$ cat src/rtl/hawk_pkg.sv
// rtl/hawk_pkg.sv - state encoding and default dwell values for the hawk sequencer
package hawk_pkg;

  typedef enum logic [2:0] {
    ST_DARK     = 3'd0,
    ST_FLASH_Y  = 3'd1,
    ST_STEADY_Y = 3'd2,
    ST_RED_HOLD = 3'd3,
    ST_WALK     = 3'd4,
    ST_CLEAR    = 3'd5
  } hawk_state_e;

  localparam int TIMER_W        = 4;
  localparam int DEF_FLASH_Y_T  = 4;
  localparam int DEF_STEADY_Y_T = 3;
  localparam int DEF_RED_HOLD_T = 1;
  localparam int DEF_MIN_DARK_T = 10;

  // A zero dwell would stall the sequence, so it is promoted to one tick.
  function automatic logic [TIMER_W-1:0] at_least_one(input logic [TIMER_W-1:0] v);
    return (v == '0) ? TIMER_W'(1) : v;
  endfunction

endpackage

$ cat src/rtl/hawk_dwell_timer.sv
// rtl/hawk_dwell_timer.sv - loadable tick-enabled down counter with last-tick strobe
module hawk_dwell_timer
  import hawk_pkg::*;
(
  input  logic               clk,
  input  logic               rst_n,
  input  logic               tick_i,
  input  logic               load_i,
  input  logic [TIMER_W-1:0] load_val_i,
  output logic [TIMER_W-1:0] count_o,
  output logic               expire_o
);

  logic [TIMER_W-1:0] count_q, count_d;

  always_comb begin
    count_d = count_q;
    if (load_i) begin
      count_d = load_val_i;
    end else if (tick_i && (count_q != '0)) begin
      count_d = count_q - TIMER_W'(1);
    end
  end

  always_ff @(posedge clk or negedge rst_n) begin
    if (!rst_n) begin
      count_q <= '0;
    end else begin
      count_q <= count_d;
    end
  end

  assign count_o  = count_q;
  // High during the tick that takes the count from 1 to 0.
  assign expire_o = tick_i && (count_q == TIMER_W'(1));

endmodule

$ cat src/rtl/hawk_sequencer.sv
// rtl/hawk_sequencer.sv - pedestrian hybrid beacon sequencer, DARK through CLEAR
module hawk_sequencer
  import hawk_pkg::*;
#(
  parameter int FLASH_Y_T  = DEF_FLASH_Y_T,
  parameter int STEADY_Y_T = DEF_STEADY_Y_T,
  parameter int RED_HOLD_T = DEF_RED_HOLD_T,
  parameter int MIN_DARK_T = DEF_MIN_DARK_T
) (
  input  logic               clk,
  input  logic               rst_n,
  input  logic               tick,
  input  logic               ped_req,
  input  logic [TIMER_W-1:0] walk_time,
  input  logic [TIMER_W-1:0] clear_time,
  output logic               yl_flash,
  output logic               yl_solid,
  output logic               rl_solid,
  output logic               rl_flash,
  output logic               walk,
  output logic               dnw,
  output logic               dnw_flash,
  output logic [TIMER_W-1:0] countdown,
  output logic               busy,
  output logic               req_pending
);

  hawk_state_e        state_q, state_d;
  logic               phase_q, phase_d;
  logic               req_q, req_d;
  logic [TIMER_W-1:0] walk_q, walk_d;
  logic [TIMER_W-1:0] clear_q, clear_d;

  logic               dt_load;
  logic [TIMER_W-1:0] dt_load_val;
  logic [TIMER_W-1:0] dt_count;
  logic               dt_expire;
  logic               md_load;
  logic [TIMER_W-1:0] md_count;
  logic               md_expire_unused;

  hawk_dwell_timer u_dwell (
    .clk        (clk),
    .rst_n      (rst_n),
    .tick_i     (tick),
    .load_i     (dt_load),
    .load_val_i (dt_load_val),
    .count_o    (dt_count),
    .expire_o   (dt_expire)
  );

  hawk_dwell_timer u_min_dark (
    .clk        (clk),
    .rst_n      (rst_n),
    .tick_i     (tick),
    .load_i     (md_load),
    .load_val_i (TIMER_W'(MIN_DARK_T)),
    .count_o    (md_count),
    .expire_o   (md_expire_unused)
  );

  always_comb begin
    state_d     = state_q;
    phase_d     = phase_q;
    walk_d      = walk_q;
    clear_d     = clear_q;
    req_d       = req_q | ped_req;
    md_load     = 1'b0;
    dt_load     = 1'b0;
    dt_load_val = '0;

    case (state_q)
      ST_DARK: begin
        if ((req_q || ped_req) && (md_count == '0)) begin
          state_d = ST_FLASH_Y;
          req_d   = 1'b0;
          walk_d  = at_least_one(walk_time);
          clear_d = at_least_one(clear_time);
        end
      end
      ST_FLASH_Y:  if (dt_expire) state_d = ST_STEADY_Y;
      ST_STEADY_Y: if (dt_expire) state_d = ST_RED_HOLD;
      ST_RED_HOLD: if (dt_expire) state_d = ST_WALK;
      ST_WALK:     if (dt_expire) state_d = ST_CLEAR;
      ST_CLEAR: begin
        if (dt_expire) begin
          state_d = ST_DARK;
          md_load = 1'b1;
        end
      end
      default: state_d = ST_DARK;
    endcase

    // Every state change reloads the dwell timer and re-seeds the flash phase.
    if (state_d != state_q) begin
      dt_load = 1'b1;
      case (state_d)
        ST_FLASH_Y:  dt_load_val = TIMER_W'(FLASH_Y_T);
        ST_STEADY_Y: dt_load_val = TIMER_W'(STEADY_Y_T);
        ST_RED_HOLD: dt_load_val = TIMER_W'(RED_HOLD_T);
        ST_WALK:     dt_load_val = walk_q;
        ST_CLEAR:    dt_load_val = clear_q;
        default:     dt_load_val = '0;
      endcase
      phase_d = (state_d == ST_FLASH_Y) || (state_d == ST_CLEAR);
    end else if (tick && ((state_q == ST_FLASH_Y) || (state_q == ST_CLEAR))) begin
      phase_d = ~phase_q;
    end
  end

  always_ff @(posedge clk or negedge rst_n) begin
    if (!rst_n) begin
      state_q <= ST_DARK;
      phase_q <= 1'b0;
      req_q   <= 1'b0;
      walk_q  <= '0;
      clear_q <= '0;
    end else begin
      state_q <= state_d;
      phase_q <= phase_d;
      req_q   <= req_d;
      walk_q  <= walk_d;
      clear_q <= clear_d;
    end
  end

  always_comb begin
    yl_flash  = 1'b0;
    yl_solid  = 1'b0;
    rl_solid  = 1'b0;
    rl_flash  = 1'b0;
    walk      = 1'b0;
    dnw       = 1'b0;
    dnw_flash = 1'b0;
    countdown = '0;
    case (state_q)
      ST_DARK:     dnw = 1'b1;
      ST_FLASH_Y: begin
        yl_flash = phase_q;
        dnw      = 1'b1;
      end
      ST_STEADY_Y: begin
        yl_solid = 1'b1;
        dnw      = 1'b1;
      end
      ST_RED_HOLD: begin
        rl_solid = 1'b1;
        dnw      = 1'b1;
      end
      ST_WALK: begin
        rl_solid = 1'b1;
        walk     = 1'b1;
      end
      ST_CLEAR: begin
        rl_flash  = phase_q;
        dnw_flash = phase_q;
        countdown = dt_count;
      end
      default: dnw = 1'b1;
    endcase
  end

  assign busy        = (state_q != ST_DARK);
  assign req_pending = req_q;

endmodule

$ cat config.mk
export PLATFORM = sky130hd
export DESIGN_NAME = hawk_sequencer
export DESIGN_NICKNAME = d
export VERILOG_FILES = /design/src/rtl/hawk_pkg.sv /design/src/rtl/hawk_dwell_timer.sv /design/src/rtl/hawk_sequencer.sv
export SDC_FILE = /design/constraint.sdc
export NUM_CORES = 1
export LEC_CHECK = 0
export ABC_AREA = 1
export CORE_UTILIZATION = 25
export CTS_CLUSTER_DIAMETER = 80
export DETAILED_ROUTE_END_ITERATION = 10
export HOLD_SLACK_MARGIN = 0.02
export PLACE_DENSITY = 0.4
export SLEW_MARGIN = 20
export SYNTH_ARGS = -nofsm -noshare
export SYNTH_HDL_FRONTEND = slang
export SYNTH_SLANG_ARGS = --single-unit
$ cat constraint.sdc
create_clock -name clk -period 2.05 [get_ports clk]
set_input_delay 0.41 -clock clk [delete_from_list [all_inputs] [get_ports clk]]
set_output_delay 0.41 -clock clk [all_outputs]
set_load 0.02 [all_outputs]
### Yosys cells after proc, flatten, opt, wreduce, memory -nomap -nowiden

Cells that the tools add are included.

| storage, ports and cells | value |
|---|---|
| register bits after elaboration | 21 |
| bits in writable memories | 0 |
| latch bits | 0 |
| word-level logic and storage cells | 73 |
| memories | 0 |
| ROM bits | 0 |
| output and inout bits | 13 |
| input port bits | 12 |

| cells by class | value |
|---|---|
| add/sub/neg operators | 2 |
| order comparisons | 0 |
| reduce and logical (&&, ||, !) cells | 21 |
| shift-type cells | 0 |
| multiply operators | 0 |
| bitwise logic cells | 2 |
| multiplexer cells | 29 |
| equal/unequal tests | 12 |
| divide/modulo/power cells | 0 |

Operator list:

| operator | count |
|---|---|
| $mux W4 | 8 |
| $pmux W4 S5 | 1 |
| $mux W3 | 6 |
| $pmux W3 S6 | 1 |
| $mux W1 | 13 |
| $eq A3 B2 Y1 const B | 4 |
| $eq A3 B3 Y1 const B | 4 |
| $logic_not A4 Y1 | 3 |
| $reduce_bool A4 Y1 | 2 |
| $sub A4 B1 Y4 const B | 2 |
| $eq A3 B1 Y1 const B | 2 |
| $reduce_bool A2 Y1 | 3 |
| $logic_and A1 B1 Y1 | 5 |
| $eq A4 B1 Y1 const B | 1 |
| $reduce_or A2 Y1 | 2 |
| $logic_not A3 Y1 | 1 |
| $logic_or A1 B1 Y1 | 3 |
| $ne A3 B3 Y1 | 1 |
| $reduce_bool A3 Y1 | 1 |
| $reduce_and A2 Y1 | 1 |
| $not A1 Y1 | 1 |
| $or A1 B1 Y1 | 1 |

### Depth between registers and ports, before layout

| depth | value |
|---|---|
| depth after elaboration | 8 |
| mapped depth | 15 |
| gate-level depth less buffers | 15 |

### By module

From an unflattened synthesis, not the netlist that was laid out.

| unflattened totals | value |
|---|---|
| cell total of the unflattened synthesis | 210 |
| area, all modules | 1551.5 µm² |

Modules (own cells, without submodules):

| module | instances | area each (µm²) | cells an instance | seq. area each (µm²) |
|---|---|---|---|---|
| hawk_sequencer | 1 | 968.4 | 130 | 325.3 |
| hawk_dwell_timer at u_dwell | 1 | 304.0 | 41 | 100.1 |
| hawk_dwell_timer at u_min_dark | 1 | 279.0 | 39 | 100.1 |

### Worst setup path after synthesis

No wires, ideal clock.

| timing path | value |
|---|---|
| path type | register -> output |
| start point | register state_q[2] |
| end point | output rl_flash |
| required time | 1.640 ns |
| path slack | 0.097 ns |
| arrival | 1.543 ns |
| cell stages (with the launch flop) | 8 |
| buffers on the path | 1 |
| cell sequence | dfrtp_1 > inv_1 > nor2_1 > inv_1 > nor2_1 > inv_1 > nor2_1 > buf_4 |

| between the ends | value |
|---|---|
| longest elaborated chain between the ends | 2 |

RTL lines:

| what | RTL line | RTL |
|---|---|---|
| start: declaration | hawk_sequencer.sv:28 | `hawk_state_e state_q, state_d;` |
| start signal: assignment | hawk_sequencer.sv:119 | `state_q <= state_d;` |
| $eq A3 B3 Y1 | -- |  |
| $mux W1 | -- |  |
| end: declaration | hawk_sequencer.sv:19 | `output logic rl_flash,` |

No other way between the ends.

### Worst setup path in the final report

| timing path | value |
|---|---|
| start point | register state_q[1] |
| end point | output rl_solid |

| between the ends | value |
|---|---|
| longest elaborated chain between the ends | 3 |
| elaborated cells on any way between the ends | 4 |
| those cells by class | eq/ne: 2; mux: 1; reduce/logical: 1 |

RTL lines:

| what | RTL line | RTL |
|---|---|---|
| $eq A3 B3 Y1 or $eq A3 B2 Y1 (tied branches) | hawk_sequencer.sv:136 | `case (state_q)` |
| $reduce_or A2 Y1 (no source line) (*) | -- |  |
| $mux W1 (*) | hawk_sequencer.sv:136 |  |
| end: declaration | hawk_sequencer.sv:18 | `output logic rl_solid,` |

Mark *: on every way between the ends. The rest lies on a longest branch, timed or not.

==> results.cfg <==
[synthesis]
cell_type_with_the_highest_aggregate_area_in_the_netlist = sky130_fd_sc_hd__dfrtp_1
yosysWarningCount = 0
synth_edf_count = 0
synthCells = 186
yosysTopAreaCellShare = 0.3757
yosys_register_bits = 21
synthDistinctLibCells = 29
postSynthNetCount = 201
netlist_area_um2 = 1399
dominantRegCellSynth = sky130_fd_sc_hd__dfrtp_1
ys_async_sr_fraction = 1.000
post_synth_main_area_contributors = sky130_fd_sc_hd__dfrtp_1, sky130_fd_sc_hd__nand2_1, sky130_fd_sc_hd__inv_1
synth.yosys.seq_area_share = 0.3757
synthesis.area_per_instance_um2 = 7.521

[timing]
rsz_0062_raised_after_global_routing = no
setup_violations = 0
hold_violations = 0
worstMarginPinSlew_ns = 0.3284
totalNegativeSetupSlack_ns = 0
timing.final.crit_share = 0.9260
fin_skew_ns = 0.004219
max_slew_margin = 0.7796
slew_violations = 0
fmaxAchievable_ghz = 0.5268
final.min_clock_period_ns = 1.898

[setup_path]
critical-path-max-stage-delay_ns = 0.39
path_delay_family = buffers and inverters
worst-path-buf-inv = 2
worstPathCellList = nor2_1, inv_1, nor2_1, o21bai_1, clkdlybuf4s15_1
worstReg2RegStart = u_dwell.count_o[1]
cp.required_ns = 1.64
worst_ep_arrival_time_ns = 1.49
critical_path.endpoint_type = primary output
crit_path_max_fanout = 3
worst_path_max_delay_cell = sky130_fd_sc_hd__dfrtp_1
critical-path-top-cell-by-count = sky130_fd_sc_hd__nor2_1
cp-start-kind = register
critical_path_class = register to primary output
worstSetupStartpoint = state_q[1]

[layout]
num_antenna_cells = 0
fillCellCount = 585
final_nets = 242
fin_cells = 296
synthToLayoutAreaGrowth_pct = 30.77
drive_gt1_frac = 0.1947

[power_and_ir_drop]
combinationalPowerShare = 0.588
powerDensity_nw_per_um2 = 1381
cell_internal_pwr_w = 0.001326
vdd_drop_max_uv = 370.3
totalPowerFinal_w = 0.002526
switching_share = 0.4749
static-leakage-power_nw = 0.9427
seqPwrFrac = 0.301
p_clk_frac = 0.111
netSwitchingPower_w = 0.001200

[floorplan]
start_util = 0.2671
design.portCount = 25
die-area_um2 = 5898
floorplan.die.width_um = 76.80
design.core.area_um2 = 5238
dieHeight_um = 76.80
placementRows = 26

[worst_hold_path]
holdCritStartpoint = clear_q[3]
min-delay-path-class = register to register

[clocking]
cts_tree = yes
ctsHoldBuffers = 0
worst_skew_pair.late_latency_ns = 0.26
cts.sinks = 21
htree_levels = 1
path_clk_slew_ns = 0.08
cts_buffer_depth = 2
clock-root-buffer = sky130_fd_sc_hd__clkbuf_8
cts_made_buffers = 3

[drt]
totalWireLength_mm = 3.380
dr_total_vias = 1264
via_per_inst = 4.270
met1Wirelength_mm = 1.746
top_sig_layer = met4
antenna_violating_nets_post_route = 0
routed-wl-met3_um = 94
drcViolationCount = 0
dr_wl_met2_mm = 1.486
dr.first_iter.drc_count = 33
drt_pre_antenna_iters = 4
wl_per_cell_um = 11.42

[grt]
pin_count_of_the_biggest_net_entering_global_routing = 22
globalRouteTotalUtil = 0.1260
number_of_global_route_vias_before_repair = 1241
grt_overflow = 0
grt_first_pass_wirelength_mm = 5.830
grt_antenna_before_repair = 0

[place]
cells_after_dpl = 292
numPortBuffers = 24
dp_hpwl_mm = 2.767
gp_routability_congestion = 0.7936

[outcome]
run_status = finished, final reports clean

[run]
drv_cap = 0
==> tightest hold or removal path, cell delays in order, from the launching register on <==
cell	delay (ns)
sky130_fd_sc_hd__dfrtp_1	0.35
sky130_fd_sc_hd__nand2_1	0.05
sky130_fd_sc_hd__nand2_1	0.04
==> flip-flops by register name, indices dropped and copies added (netlist names) <==
| name | count |
|---|---|
| state_q | 3 |
| u_min_dark.count_o | 4 |
| u_dwell.count_o | 4 |
| req_pending | 1 |
| phase_q | 1 |
| walk_q | 4 |
| clear_q | 4 |
==> worst paths after layout <==
| kind | cells after the start | endpoint | slack (ns) |
|---|---|---|---|
| worst max-delay path | 5 | rl_solid | 0.15 |
| worst min-delay path | 2 | clear_q[3] | 0.48 |
| worst max register to register | 15 | u_dwell.count_o[1] | 0.30 |
| worst min register to register | 2 | clear_q[3] | 0.48 |
| max in group asynchronous | 2 | state_q[0] | 1.32 |
| min in group asynchronous | 2 | u_min_dark.count_o[3] | 0.50 |
==> through the flow <==
| stage | util | cell area (µm²) | hold WS [ns] | setup slack [ns] |
|---|---|---|---|---|
| 6_report | 0.3493 | 1829 | 0.4784 | 0.1518 |
| 2_1_floorplan | - | 1399 | 0.1144 | 0.09697 |
| 3_5_place_dp | 0.3469 | 1817 | 0.4603 | 0.04534 |
| 5_1_grt | 0.3493 | 1829 | 0.4984 | 0.003719 |
| 4_1_cts | 0.3528 | 1848 | 0.4815 | 0.008410 |
| 3_3_place_gp | 0.3469 | 1817 | 0.4588 | 0.06858 |
==> layer usage <==
metal  global-route usage  up-vias
met4              0.04615        0
met3              0.02262        4
li1                     -      675
met5                    0        -
met1               0.1693      567
met2               0.2000       18
==> power by group through the flow <==
| stage | logic [W] | clock network, W | registers (W) |
|---|---|---|---|
| floorplan | 0.00109 | 0 | 0.000733 |
| global placement | 0.00154 | 0 | 0.000766 |
| detailed placement | 0.00154 | 0 | 0.000770 |
| CTS | 0.00151 | 0.000296 | 0.000761 |
| global route | 0.00168 | 0.000310 | 0.000792 |
| finish | 0.00149 | 0.000281 | 0.000760 |
==> logic make-up after synthesis <==
group	count (synthesis)	synth area share
adder cells (fa/ha/maj)	3	0.02684
AO/OA/AOI/OAI	24	0.1002
XOR/XNOR	3	0.01879
AND/OR/NAND/NOR	103	0.3810
flip-flops	21	0.3757
buffers and inverters	32	0.09749
==> cell usage in the layout (no fill, tap or decap), types with 6 or more instances in the layout <==
| master | n |
|---|---|
| sky130_fd_sc_hd__nand4_1 | 6 |
| sky130_fd_sc_hd__nand2_1 | 54 |
| sky130_fd_sc_hd__inv_1 | 22 |
| sky130_fd_sc_hd__nor2_1 | 15 |
| sky130_fd_sc_hd__nand3_1 | 13 |
| sky130_fd_sc_hd__clkdlybuf4s50_1 | 12 |
| sky130_fd_sc_hd__a21oi_1 | 7 |
| sky130_fd_sc_hd__buf_4 | 15 |
| sky130_fd_sc_hd__dfrtp_1 | 21 |
| sky130_fd_sc_hd__o21ai_0 | 9 |
==> synthesized netlist by cell type (2+ instances only) <==
cell and number:
sky130_fd_sc_hd__inv_2 5, sky130_fd_sc_hd__ha_1 3, sky130_fd_sc_hd__nor2_4 2, sky130_fd_sc_hd__nor2_1 15
sky130_fd_sc_hd__nand4_1 6, sky130_fd_sc_hd__inv_4 2, sky130_fd_sc_hd__nand2_1 54, sky130_fd_sc_hd__dfrtp_1 21
sky130_fd_sc_hd__nand2_4 5, sky130_fd_sc_hd__a21oi_1 7, sky130_fd_sc_hd__xor2_1 3, sky130_fd_sc_hd__o21ai_1 3
sky130_fd_sc_hd__nand3_1 13, sky130_fd_sc_hd__inv_1 22, sky130_fd_sc_hd__nand3_2 2, sky130_fd_sc_hd__nand3_4 2
sky130_fd_sc_hd__o21ai_0 9
==> what timing repair did <==
action,in CTS,in global routing
gates resized for setup,11,15
pin swaps,0,0
endpoints found under the setup margin,11,8
buffers inserted,0,0
==> layout make-up <==
| type | instances | area [µm²] | share of cell area |
|---|---|---|---|
| multi-input combinational | 133 | 737.0 | 0.4029 |
| sequential | 21 | 525.5 | 0.2873 |
| timing repair buffer | 39 | 320.3 | 0.1751 |
| inverter | 29 | 113.9 | 0.06224 |
| tap | 70 | 87.58 | 0.04788 |
| clock buffer | 4 | 45.04 | 0.02462 |
Power figures use the tool's default switching activity.
